### src/rtl/imem_boot_loader.sv
// imem_boot_loader: streams 32-bit words into IMEM from address 0 and holds
// the core in reset until the program is loaded.
// Ports: clk, reset (sync, active-high)
//        in_valid/in_ready/in_data/in_last : word stream
//        imem_we/imem_addr/imem_wdata      : IMEM write port (1-cycle latency)
//        core_reset, done, error           : core release and status
//        word_count                        : data words written
// Option: `define IMEM_BOOT_CHECKSUM_EN to treat the in_last word as an XOR
//         checksum of the data words instead of a data word.
module imem_boot_loader #(
    parameter int ADDR_W   = 8,
    parameter int RST_HOLD = 4
) (
    input  logic              clk,
    input  logic              reset,
    input  logic              in_valid,
    output logic              in_ready,
    input  logic [31:0]       in_data,
    input  logic              in_last,
    output logic              imem_we,
    output logic [ADDR_W-1:0] imem_addr,
    output logic [31:0]       imem_wdata,
    output logic              core_reset,
    output logic              done,
    output logic              error,
    output logic [ADDR_W:0]   word_count
);

    localparam logic [1:0] S_LOAD = 2'd0;
    localparam logic [1:0] S_HOLD = 2'd1;
    localparam logic [1:0] S_RUN  = 2'd2;
    localparam logic [1:0] S_ERR  = 2'd3;

    localparam logic [ADDR_W:0] FULL    = {1'b1, {ADDR_W{1'b0}}};
    localparam logic [ADDR_W:0] CNT_ONE = {{ADDR_W{1'b0}}, 1'b1};
    localparam logic [7:0]      HOLD_END = 8'(RST_HOLD - 1);

    logic [1:0]        state_q, state_d;
    logic              we_q, we_d;
    logic [ADDR_W-1:0] addr_q, addr_d;
    logic [31:0]       wdata_q, wdata_d;
    logic [ADDR_W:0]   cnt_q, cnt_d;
    logic [7:0]        hold_q, hold_d;
    logic              xfer;
    logic              data_xfer;
    logic              last_ok;

    assign in_ready = (state_q == S_LOAD) && !reset;
    assign xfer     = in_valid && in_ready;

`ifdef IMEM_BOOT_CHECKSUM_EN
    logic [31:0] acc_q, acc_d;

    // The last word carries the checksum and is never written.
    assign data_xfer = xfer && !in_last;
    assign last_ok   = (acc_q == in_data);
`else
    assign data_xfer = xfer;
    assign last_ok   = 1'b1;
`endif

    always_comb begin
        state_d = state_q;
        we_d    = 1'b0;
        addr_d  = addr_q;
        wdata_d = wdata_q;
        cnt_d   = cnt_q;
        hold_d  = hold_q;
`ifdef IMEM_BOOT_CHECKSUM_EN
        acc_d   = acc_q;
`endif
        unique case (state_q)
            S_LOAD: begin
                if (data_xfer && (cnt_q == FULL)) begin
                    // Memory full: drop the word and abort.
                    state_d = S_ERR;
                end else begin
                    if (data_xfer) begin
                        we_d    = 1'b1;
                        addr_d  = cnt_q[ADDR_W-1:0];
                        wdata_d = in_data;
                        cnt_d   = cnt_q + CNT_ONE;
`ifdef IMEM_BOOT_CHECKSUM_EN
                        acc_d   = acc_q ^ in_data;
`endif
                    end
                    if (xfer && in_last) begin
                        state_d = last_ok ? S_HOLD : S_ERR;
                    end
                end
            end
            S_HOLD: begin
                if (hold_q == HOLD_END) begin
                    state_d = S_RUN;
                end else begin
                    hold_d = hold_q + 8'd1;
                end
            end
            S_RUN: begin
            end
            S_ERR: begin
            end
        endcase
    end

    always_ff @(posedge clk) begin
        if (reset) begin
            state_q <= S_LOAD;
            we_q    <= 1'b0;
            addr_q  <= '0;
            wdata_q <= '0;
            cnt_q   <= '0;
            hold_q  <= '0;
        end else begin
            state_q <= state_d;
            we_q    <= we_d;
            addr_q  <= addr_d;
            wdata_q <= wdata_d;
            cnt_q   <= cnt_d;
            hold_q  <= hold_d;
        end
    end

`ifdef IMEM_BOOT_CHECKSUM_EN
    always_ff @(posedge clk) begin
        if (reset) begin
            acc_q <= '0;
        end else begin
            acc_q <= acc_d;
        end
    end
`endif

    assign imem_we    = we_q;
    assign imem_addr  = addr_q;
    assign imem_wdata = wdata_q;
    assign word_count = cnt_q;
    assign core_reset = (state_q != S_RUN);
    assign done       = (state_q == S_RUN);
    assign error      = (state_q == S_ERR);

endmodule

### config.mk
export PLATFORM = sky130hd
export DESIGN_NAME = imem_boot_loader
export DESIGN_NICKNAME = d
export VERILOG_FILES = /design/src/rtl/imem_boot_loader.sv
export SDC_FILE = /design/constraint.sdc
export NUM_CORES = 1
export LEC_CHECK = 0
export ABC_AREA = 0
export BUFFER_PORTS_ARGS = -buffer_cell sky130_fd_sc_hd__buf_2
export CELL_PAD_IN_SITES_DETAIL_PLACEMENT = 1
export CELL_PAD_IN_SITES_GLOBAL_PLACEMENT = 1
export CORE_ASPECT_RATIO = 1.4
export CORE_UTILIZATION = 37
export DETAILED_ROUTE_END_ITERATION = 7
export PLACE_DENSITY_LB_ADDON = 0.15
export SETUP_SLACK_MARGIN = 0.3
export SKIP_LAST_GASP = 1
export SLEW_MARGIN = 25
export SYNTH_ARGS = -nofsm -noshare
export SYNTH_HDL_FRONTEND = slang
export SYNTH_SLANG_ARGS = --single-unit
export TNS_END_PERCENT = 20
### constraint.sdc
create_clock -name clk -period 2.54 [get_ports clk]
set_input_delay 0.508 -clock clk [delete_from_list [all_inputs] [get_ports clk]]
set_output_delay 0.508 -clock clk [all_outputs]
set_load 0.1 [all_outputs]
==> results.txt <==
- I/O pin count: 90
- Clk buf depth: 2
- After detailed routing, the wire length on met1 is approximately 2500 um.
* Share of final-layout standard cells stronger than drive strength 1: between 40% and 50%
* Final weighted congestion in routability-driven placement: 0.7322
- Number of nets in the finished design: approximately 380
- The worst setup path is captured at an output port.
- The first global-routing pass estimated about 10000 um of wire.
* Routed vias/inst: approximately 4.9
- The die covers 7267 sq um.
- Sink Count: 60
- The top cell types in the final layout, fill and taps aside, are 89 x sky130_fd_sc_hd__buf_2, 56 x sky130_fd_sc_hd__dfxtp_1, 35 x sky130_fd_sc_hd__nor2b_1.
- Amount of wire on met3 after detailed routing: between 400 and 500 um
- TritonCTS built the clock tree.
- Clock-pin slew was measured on the worst setup and hold paths at about 70 ps.
- Counting the fill cells in the layout gives between 800 and 900.
* Number of search-and-repair iterations in the first detailed-routing pass: 4
- The via count of the first global-routing pass came to roughly 2200.
- Startpoint kind of the worst setup timing path: flop
* Total leakage power: about 1.5 nW
* Main combinational cell family by area after synthesis: simple AND/OR/NAND/NOR gates
- # setup viols final: 0
* Worst EP arrival: between 1500 and 2000 ps
- Cell count after placement: 419
- Routed wirelength normalized by instance count: around 14 um
- Run status: complete, no violations
* Congestion Overflow GR: 0
- Yosys mapped the design onto 37 distinct sky130hd cell types.
- FF-to-FF Start: word_count[2]
- Power per unit of standard cell area: 821.0 nW/um^2
* Share of the synthesized netlist area taken by xor and xnor gates: 0%
- A synthesized cell averages 10.29 sq um.
- Dividing the final minimum period by the clock period gives 85.71%.
- Critical path launch point: state_q[1]
- Effective utilization at floorplan: approximately two fifths
- Once the clock tree was built, the setup fixing pass inserted 0 buffers.
- From left edge to right edge, the die measures between 70 and 80 um.
- Yosys reg bits: 60
- Detailed-routed wire length on met2: ~3000 um
* Overall routed net length: 6057 um
* Buffers added on ports: 89
* Remaining antenna violation count after routing: 0
- The critical path is of the reg -> out type.
- Leaving out filler cells and counting taps, the final layout contains 435.
* Type of the worst min-delay path: in -> reg
* Max cap viols: 0
* Iteration-0 DRC Markers: 81
* Post-synthesis to final-layout area growth: 29.39%
* Highest metal layer with signal wires: met4
- Syn Nets: 288
* Transition time of the tightest slew-check pin: 667.0 ps
* Setup_tns: 0 ps
* Worst voltage drop across the vdd grid: 0.4457 mV
- Sum of net half-perimeters after detailed placement: roughly 4300 um
- For the final database, setup skew stands at about 12 ps.
- Routed vias: 2153
- Hold Path Origin: in_data[7]
* Max-slew violations: 0
* Sequential element share of the synthesized area: 46.88%
- After Yosys synthesis, full adders, half adders and majority gates account for between 1 and 1.5% of the synthesized area.
- Global routing usage summed across all routing layers: between 10% and 20%
- Entering global routing, the biggest net connects 32 pins.
* Root cell of the clock tree: sky130_fd_sc_hd__clkbuf_8
- After floorplanning, the core was divided into 35 placement rows.
* Count of H-tree levels built during CTS: 3
* Final hold vios: 0
- At the worst endpoint, the required time is ~2000 ps.
- In this run the standard cell core region covers around 6700 sq um.
- For this run, the number of Yosys warnings is 0.
- After technology mapping, the gate count stands at 249.
- The synthesized netlist devotes 7.715% of its cell area to compound gates.
- Number of antenna violations at the first check in global routing: 0
- N_diodes: 0
- Height of the die: between 100 and 150 um
- Most frequent standard cell in the layout excluding fill and tap cells: sky130_fd_sc_hd__buf_2
- The portion of synthesized area spent on multiplexers is a little under a fifth.
- Min Clock Period, post-route: 2177 ps
* Unrepaired setup endpoints after global routing: yes
* Simple-Gate Fraction of Synth Area: approximately a fifth
- Clock latency reported for the late side of the worst-skew pair: ~330 ps
- Slew Limit Headroom: between 50% and 60%
- Counting the buffers created by CTS gives 9.
- Along the worst path, the maximum fanout reaches 10.
* Maximum frequency from static timing analysis: about 460 MHz
* DRC Markers: 0
* Post-synth design cell area: about 2600 sq um
-- final timing paths --
| check | depth (start not counted) | slack (ps) | to |
|---|---|---|---|
| worst max-delay path | 3 | 360 | done |
| worst min-delay path | 2 | 400 | imem_wdata[7] |
| worst max register to register | 4 | 430 | imem_wdata[19] |
| worst min register to register | 2 | 460 | imem_addr[2] |
-- final cells by class --
cell class	instances	area, sq um	share of cell area, %
clock buffer	11	141.4	4.264
clock inverter	5	75.07	2.264
inverter	9	33.78	1.019
multi-input combinational	165	1256	37.89
sequential	60	1206	36.38
tap	92	115.1	3.472
timing repair buffer	93	488.0	14.72
-- layer usage --
layer	global-route usage, %	vias to the layer above
met5	0	-
met3	7.700	2
met1	20.17	1041
li1	-	1044
met2	29.55	66
met4	6.335	0
-- stage by stage --
| stage | instance area (sq um) | power (W) | utilization, % | hold slack [ps] | setup WS, ps |
|---|---|---|---|---|---|
| after CTS | 3309 | 0.002753 | 49.72 | 382.9 | 311.5 |
| after global placement | 3093 | 0.001788 | 46.47 | 445.3 | 409.1 |
| final | 3316 | 0.002722 | 49.81 | 399.6 | 362.8 |
| after global routing | 3316 | 0.002832 | 49.81 | 377.3 | 277.0 |
| after floorplan | 2580 | 0.001680 | - | 447.5 | 177.6 |
| after detailed placement | 3093 | 0.001800 | 46.47 | 460.1 | 384.9 |
-- sequential cells by signal, summed over array words and instances (netlist names) --
name,count
word_count,9
imem_we,1
imem_wdata,32
hold_q,8
state_q,2
imem_addr,8
-- what timing repair did --
action | 4_1_cts | 5_1_grt
resized for setup | 0 | 1
hold buffers | 0 | 0
setup endpoints to repair | 0 | 29
-- critical path, stage by stage, from the launching register on --
cell and delay, ps:
sky130_fd_sc_hd__dfxtp_1 540, sky130_fd_sc_hd__or2b_2 340, sky130_fd_sc_hd__inv_1 50, sky130_fd_sc_hd__buf_2 410
-- cell families (layout without fill, tap and decap cells) --
| group | count (synthesis) | in the layout |
|---|---|---|
| fa+ha+maj | 3 | 3 |
| buf+inv | 24 | 118 |
| simple gates | 90 | 90 |
| mux | 41 | 41 |
| flops | 60 | 60 |
| compound gates | 31 | 31 |
-- cells in the mapped netlist, drive strengths merged --
library cell	number	area share, %
dfxtp	60	47
mux2	36	16
nor2b	35	8.5
nand2	19	2.8
a21oi	10	2.0
inv	9	1.3
clkbuf	8	1.2
o21ai	8	1.6
buf	7	2.3
o31ai	6	1.8
or4	6	1.8
mux2i	5	2.0
nand4	5	1.2
nor2	5	0.73
nand3	4	0.78
ha	3	1.5
nor4b	3	1.0
or3	3	0.78
nor3	2	0.39
or4b	2	0.93
a21o	1	0.34
a311oi	1	0.34
a32o	1	0.39
and2	1	0.29
and3	1	0.24
and3b	1	0.39
nand2b	1	0.24
nand4b	1	0.34
o211a	1	0.39
o211ai	1	0.29
o311ai	1	0.34
o32ai	1	0.34
or2b	1	0.29
-- power by group --
group          total, W  internal [W]  switching (W)
Clock          0.000947      0.000575       0.000373
Sequential      0.00105       0.00101      0.0000424
Combinational  0.000727      0.000163       0.000564
Total           0.00272       0.00174       0.000979
No activity file was read; power rests on OpenSTA's default activity.
